## src/rtl/synth_pkg.sv

```systemverilog
// Shared synth types and widths used by the voice allocator and the oscillator bank.
package synth_pkg;

    localparam int unsigned NOTE_W = 7;
    localparam int unsigned VEL_W  = 7;

    typedef enum logic [1:0] {
        IDLE,
        SCAN,
        APPLY
    } alloc_state_t;

    typedef struct packed {
        logic              en;
        logic [NOTE_W-1:0] note;
        logic [VEL_W-1:0]  vel;
    } voice_cfg_t;

endpackage

```

## src/rtl/voice_age_tracker.sv

```systemverilog
// Allocation-age permutation: age 0 is the most recently touched voice,
// NUM_VOICES-1 the least recent.
module voice_age_tracker #(
    parameter int unsigned NUM_VOICES = 4,
    parameter int unsigned AGE_W      = $clog2(NUM_VOICES)
) (
    input  logic                                 clk,
    input  logic                                 reset_n,
    input  logic                                 touch,
    input  logic [AGE_W-1:0]                     touch_idx,
    output logic [NUM_VOICES-1:0][AGE_W-1:0]     age,
    output logic [AGE_W-1:0]                     oldest_idx
);

    logic [NUM_VOICES-1:0][AGE_W-1:0] age_nxt;
    logic [AGE_W-1:0]                 oldest_nxt;
    logic [AGE_W-1:0]                 touch_age;

    // Touched voice becomes youngest; only voices younger than it age by one.
    always_comb begin
        age_nxt    = age;
        oldest_nxt = oldest_idx;
        touch_age  = age[touch_idx];
        if (touch) begin
            for (int i = 0; i < int'(NUM_VOICES); i++) begin
                if (AGE_W'(i) == touch_idx) begin
                    age_nxt[i] = '0;
                end else if (age[i] < touch_age) begin
                    age_nxt[i] = age[i] + AGE_W'(1);
                end
            end
        end
        for (int i = 0; i < int'(NUM_VOICES); i++) begin
            if (age_nxt[i] == AGE_W'(NUM_VOICES - 1)) begin
                oldest_nxt = AGE_W'(i);
            end
        end
    end

    always_ff @(posedge clk or negedge reset_n) begin
        if (!reset_n) begin
            for (int i = 0; i < int'(NUM_VOICES); i++) begin
                age[i] <= AGE_W'(i);
            end
            oldest_idx <= AGE_W'(NUM_VOICES - 1);
        end else begin
            age        <= age_nxt;
            oldest_idx <= oldest_nxt;
        end
    end

endmodule

```

## src/rtl/voice_allocator.sv

```systemverilog
// Polyphonic voice scheduler: maps note-on/off events onto oscillator voices,
// retriggering matches, filling free voices, and stealing the oldest otherwise.
module voice_allocator #(
    parameter int unsigned NUM_VOICES = 4,
    parameter int unsigned NOTE_W     = synth_pkg::NOTE_W,
    parameter int unsigned VEL_W      = synth_pkg::VEL_W
) (
    input  logic                               clk,
    input  logic                               reset_n,
    input  logic                               ev_valid,
    output logic                               ev_ready,
    input  logic                               ev_note_on,
    input  logic [NOTE_W-1:0]                  ev_note,
    input  logic [VEL_W-1:0]                   ev_vel,
    output logic [NUM_VOICES-1:0]              voice_en,
    output logic [NUM_VOICES-1:0][NOTE_W-1:0]  voice_note,
    output logic [NUM_VOICES-1:0][VEL_W-1:0]   voice_vel,
    output logic                               steal
);
    import synth_pkg::*;

    localparam int unsigned IDX_W = $clog2(NUM_VOICES);

    alloc_state_t                      state, state_nxt;
    logic                              ev_on_q, ev_on_nxt;
    logic [NOTE_W-1:0]                 ev_note_q, ev_note_nxt;
    logic [VEL_W-1:0]                  ev_vel_q, ev_vel_nxt;
    logic [IDX_W-1:0]                  scan_idx, scan_idx_nxt;
    logic                              match_found, match_found_nxt;
    logic [IDX_W-1:0]                  match_idx, match_idx_nxt;
    logic                              free_found, free_found_nxt;
    logic [IDX_W-1:0]                  free_idx, free_idx_nxt;
    logic [IDX_W-1:0]                  oldest_q, oldest_nxt;
    logic                              ev_ready_nxt;
    logic [NUM_VOICES-1:0]             voice_en_nxt;
    logic [NUM_VOICES-1:0][NOTE_W-1:0] voice_note_nxt;
    logic [NUM_VOICES-1:0][VEL_W-1:0]  voice_vel_nxt;
    logic                              steal_nxt;
    logic                              touch_c;
    logic [IDX_W-1:0]                  target_c;
    logic [NUM_VOICES-1:0][IDX_W-1:0]  age;
    logic [IDX_W-1:0]                  oldest_idx;

    voice_age_tracker #(
        .NUM_VOICES (NUM_VOICES),
        .AGE_W      (IDX_W)
    ) u_age (
        .clk        (clk),
        .reset_n    (reset_n),
        .touch      (touch_c),
        .touch_idx  (target_c),
        .age        (age),
        .oldest_idx (oldest_idx)
    );

    always_comb begin
        state_nxt       = state;
        ev_on_nxt       = ev_on_q;
        ev_note_nxt     = ev_note_q;
        ev_vel_nxt      = ev_vel_q;
        scan_idx_nxt    = scan_idx;
        match_found_nxt = match_found;
        match_idx_nxt   = match_idx;
        free_found_nxt  = free_found;
        free_idx_nxt    = free_idx;
        oldest_nxt      = oldest_q;
        voice_en_nxt    = voice_en;
        voice_note_nxt  = voice_note;
        voice_vel_nxt   = voice_vel;
        steal_nxt       = 1'b0;
        touch_c         = 1'b0;
        target_c        = '0;

        case (state)
            IDLE: begin
                if (ev_valid && ev_ready) begin
                    // Zero-velocity note-on is folded into note-off at latch time.
                    ev_on_nxt       = ev_note_on && (ev_vel != '0);
                    ev_note_nxt     = ev_note;
                    ev_vel_nxt      = ev_vel;
                    scan_idx_nxt    = '0;
                    match_found_nxt = 1'b0;
                    free_found_nxt  = 1'b0;
                    oldest_nxt      = oldest_idx;
                    state_nxt       = SCAN;
                end
            end
            SCAN: begin
                if (!match_found && voice_en[scan_idx] && (voice_note[scan_idx] == ev_note_q)) begin
                    match_found_nxt = 1'b1;
                    match_idx_nxt   = scan_idx;
                end
                if (!free_found && !voice_en[scan_idx]) begin
                    free_found_nxt = 1'b1;
                    free_idx_nxt   = scan_idx;
                end
                if (age[scan_idx] == IDX_W'(NUM_VOICES - 1)) begin
                    oldest_nxt = scan_idx;
                end
                if (scan_idx == IDX_W'(NUM_VOICES - 1)) begin
                    state_nxt = APPLY;
                end else begin
                    scan_idx_nxt = scan_idx + IDX_W'(1);
                end
            end
            APPLY: begin
                state_nxt = IDLE;
                if (ev_on_q) begin
                    target_c = match_found ? match_idx : (free_found ? free_idx : oldest_q);
                    steal_nxt                = !match_found && !free_found;
                    touch_c                  = 1'b1;
                    voice_en_nxt[target_c]   = 1'b1;
                    voice_note_nxt[target_c] = ev_note_q;
                    voice_vel_nxt[target_c]  = ev_vel_q;
                end else if (match_found) begin
                    voice_en_nxt[match_idx] = 1'b0;
                end
            end
            default: state_nxt = IDLE;
        endcase

        ev_ready_nxt = (state_nxt == IDLE);
    end

    always_ff @(posedge clk or negedge reset_n) begin
        if (!reset_n) begin
            state       <= IDLE;
            ev_on_q     <= 1'b0;
            ev_note_q   <= '0;
            ev_vel_q    <= '0;
            scan_idx    <= '0;
            match_found <= 1'b0;
            match_idx   <= '0;
            free_found  <= 1'b0;
            free_idx    <= '0;
            oldest_q    <= '0;
            ev_ready    <= 1'b1;
            voice_en    <= '0;
            voice_note  <= '0;
            voice_vel   <= '0;
            steal       <= 1'b0;
        end else begin
            state       <= state_nxt;
            ev_on_q     <= ev_on_nxt;
            ev_note_q   <= ev_note_nxt;
            ev_vel_q    <= ev_vel_nxt;
            scan_idx    <= scan_idx_nxt;
            match_found <= match_found_nxt;
            match_idx   <= match_idx_nxt;
            free_found  <= free_found_nxt;
            free_idx    <= free_idx_nxt;
            oldest_q    <= oldest_nxt;
            ev_ready    <= ev_ready_nxt;
            voice_en    <= voice_en_nxt;
            voice_note  <= voice_note_nxt;
            voice_vel   <= voice_vel_nxt;
            steal       <= steal_nxt;
        end
    end

endmodule

```

## config.mk

```make
export PLATFORM = sky130hd
export DESIGN_NAME = voice_allocator
export DESIGN_NICKNAME = d
export VERILOG_FILES = /design/src/rtl/synth_pkg.sv /design/src/rtl/voice_age_tracker.sv /design/src/rtl/voice_allocator.sv
export SDC_FILE = /design/constraint.sdc
export NUM_CORES = 1
export LEC_CHECK = 0
export ABC_AREA = 1
export CAP_MARGIN = 15
export CORE_AREA = 4 4 95 187
export CTS_CLUSTER_DIAMETER = 30
export CTS_CLUSTER_SIZE = 25
export DETAILED_ROUTE_END_ITERATION = 6
export DIE_AREA = 0 0 99 191
export PLACE_DENSITY = 0.59
export SETUP_SLACK_MARGIN = 0.1
export SYNTH_ARGS = -nofsm -noshare
export SYNTH_HDL_FRONTEND = slang
export SYNTH_SLANG_ARGS = --single-unit
```

## constraint.sdc

```tcl
create_clock -name clk -period 2.4 [get_ports clk]
set_input_delay 0.48 -clock clk [delete_from_list [all_inputs] [get_ports clk]]
set_output_delay 0.48 -clock clk [all_outputs]
set_load 0.01 [all_outputs]
```

==> metrics.md <==
| Metric | Value |
|---|---|
| Synth Area per Inst | 8.55 sq um |
| Drt pass-1 iters | 5 |
| Worst Setup Path Type | reg2reg |
| Later-pin clock latency in the skew report | 0.34 ns |
| Num ports | 80 |
| Die area | 18900 sq um |
| Worst path slowest cell | dfrtp_1 |
| Tmin final | 2.11 ns |
| Fin nets | 632 |
| Leakage | 2.73 nW |
| Setup TNS | 0 ns |
| DRC errors left | 0 |
| Worst slew margin | 70.2% |
| CTS tree | built |
| Class of the worst hold path | in2async |
| H-Tree Depth | 3 |
| Antenna cell count | 0 |
| GRT Total Usage | 15.0% |
| Hold_buf cts | 0 |
| Post-synth EDFFs | 0 |
| Number of synthesized register bits | 99 |
| Die Wd | 99 microns |
| Port Buf Inserts | 79 |
| Status | completed |
| Layout area overhead | 31.9% |
| Top cell type's share of synthesized area | 50.9% |
| Fmax | 474 MHz |
| Initial antenna violation count | 0 |
| Dpl hpwl | 10300 microns |
| Design Area, Final | 5960 sq um |
| Max-cap check violation count | 0 |
| Commonest non-fill, non-tap cell in the layout | nand2_1 |
| Worst path bufs/invs | 2 |
| Largest area contributor in the netlist | dfrtp_1 |
| Post-synth net total | 548 |
| Sequential share of the synthesized area | 55.0% |
| Clk root buf | clkbuf_16 |
| Top cells by area, synth | dfrtp_1 (51%), nand2_1 (14%), o21ai_0 (9.3%) |
| Main synth FF type | dfrtp_1 |
| Type of element capturing the critical path | flop |
| Starting DRT DRC Count | 282 |
| Chip Height | 191 microns |
| Most frequent cells in the layout | nand2_1 (164), dfrtp_1 (92), o21ai_0 (84) |
| WL final | 13600 microns |
| Max rail drop VDD | 420 uV |
| Reg area | 2490 sq um |
| Worst EP required | 2.68 ns |
| Multi-input logic area | 1740 sq um |
| Largest net degree at the start of global routing | 53 |
| Number of cell rows | 66 |
| Delay-heaviest family, CP | simple AND/OR/NAND/NOR gates |
| Cell mode on critical path | nand2_1 |
| Pwr dens | 1060 nW/um^2 |
| Placed cell areas | 5630 sq um |
| CP Max Fanout | 9 |
| Final Hold Viols | 0 |
| Slowest stage delay, CP | 0.44 ns |
| RSZ-0062 raised after global routing | no |
| Slew Viols, Final | 0 |
| Post-DRT Antenna Nets | 0 |
| GRT overflow | 0 |
| Fraction of layout cells with a size suffix above 1 | 9.71% |
| WL per Instance | 16.5 microns |
| Clk slew on worst S/H paths | 0.07 ns |
| Max Clock Skew | 0.00484 ns |
| Synth Cell Area | 4520 sq um |
| FILL cells | 1619 |
| Routability cong. | 0.914 |
| CP Cell Sequence | nor2_8 > inv_4 > nor2_8 > inv_6 > nor2_8 > nor2_2 > nand2_1 > nand2_1 > nor2_2 > nand2_1 > nand2_1 > nand2_1 > nand2_1 > nand3b_1 > nor2_1 > a21oi_1 |
| Worst-Margin Slew | 0.446 ns |
| Met2 Track Usage GR | 27.6% |
| GRT met3 Usage | 2.19% |
| Critical Path AT | 2.38 ns |
| First-pass GRT wire length | 22000 microns |
| Synth warn | 0 |
| Starting Density | 27.8% |
| Vias | 3953 |
| CP startpoint kind | flop |
| Met1 usage | 16.6% |
| Cells after synthesis | 529 |
| Max clock buf depth | 2 |
| Count of cell types in the netlist | 40 |
| Vias in the first global route | 4042 |
| Final worst-path cycle share | 87.8% |
| Vias/cell | 4.81 |
| Num Clock Sinks | 99 |
| Core Box Area | 16300 sq um |
| Setup violators final | 0 |
| Grt peak-use layer | met2 |
| Cts bufs inserted | 9 |
| Async S/R FF share, synth | 100% |
[worst paths after layout]
kind | start | endpoint | slack, ns | depth (start not counted)
setup / recovery | state[0] | u_age.oldest_idx[0] | 0.29 | 16
hold / removal | reset_n | voice_note[4] | 0.02 | 1
setup reg to reg | state[0] | u_age.oldest_idx[0] | 0.29 | 16
hold reg to reg | voice_vel[14] | voice_vel[14] | 0.49 | 2
max in group asynchronous | reset_n | ev_vel_q[4] | 1.71 | 2
min in group clk | voice_vel[14] | voice_vel[14] | 0.49 | 2
[cell type report]
| type | count | share of cell area [%] |
|---|---|---|
| Clock buffer | 11 | 4.24 |
| Clock inverter | 5 | 1.41 |
| Inverter | 55 | 3.61 |
| Multi-Input combinational cell | 355 | 29.2 |
| Sequential cell | 99 | 41.7 |
| Tap cell | 204 | 4.28 |
| Timing Repair Buffer | 93 | 15.6 |
[timing repair]
| item | 4_1_cts | 5_1_grt |
|---|---|---|
| gates resized for setup | 1 | 0 |
| setup endpoints to repair | 2 | 0 |
| buffers inserted | 0 | 0 |
[Yosys cell counts, types with 2 or more instances]
| library cell | count |
|---|---|
| dfstp_2 | 7 |
| nand2_1 | 164 |
| inv_1 | 47 |
| nor2_8 | 3 |
| dfrtp_1 | 92 |
| nor3_1 | 4 |
| a32oi_1 | 2 |
| nand4_1 | 11 |
| buf_2 | 2 |
| nor2_2 | 2 |
| o21ai_0 | 84 |
| a21oi_1 | 10 |
| a32o_1 | 4 |
| nand3_1 | 32 |
| o41ai_1 | 2 |
| nand3_2 | 2 |
| nand2_4 | 2 |
| clkbuf_1 | 17 |
| inv_2 | 4 |
| xor2_1 | 2 |
| clkinv_1 | 2 |
| nor2_1 | 15 |
| nand2_2 | 2 |
[per-layer routing]
metal | share of wire (%) | vias to the layer above
li1 | - | 1898
met5 | 0 | -
met4 | 3.3 | 0
met3 | 3.4 | 26
met1 | 37 | 1920
met2 | 56 | 109
[state kept, by name, indices dropped and copies added (netlist names), 4 cells and up]
signal	flops
ev_vel_q	7
voice_vel	28
ev_note_q	7
voice_en	4
u_age.age	8
voice_note	28
[report_power, final]
part / internal (W) / total (W) / leakage, nW / switching [W]
combinational: 0.000965 / 0.00223 / 1.31 / 0.00127
clock: 0.000974 / 0.00161 / 0.158 / 0.000634
sequential: 0.00212 / 0.00250 / 1.26 / 0.000378
total: 0.00406 / 0.00634 / 2.73 / 0.00228
[metrics by stage]
stage	worst slack, ns	utilization [%]	hold WS (ns)	total power [W]	cells
2_1_floorplan	0.560	-	0.184	0.00366	529
3_3_place_gp	0.149	34.6	0.383	0.00474	806
3_5_place_dp	0.114	34.6	0.393	0.00479	806
4_1_cts	0.253	36.7	0.0182	0.00643	822
5_1_grt	0.111	36.7	0.0322	0.00678	822
6_report	0.292	36.7	0.0205	0.00634	822
[cells by family after synthesis]
group                      count (synthesis)  synth area share [%]
and+or+nand+nor                          240                  23.8
xor gates and xnor gates                   2                 0.388
adders and majority gates                  1                 0.277
buffers and inverters                     75                  6.53
AOI/OAI and AO/OA                        112                  14.0
DFF                                       99                  55.0
Power figures use the tool's default switching activity.
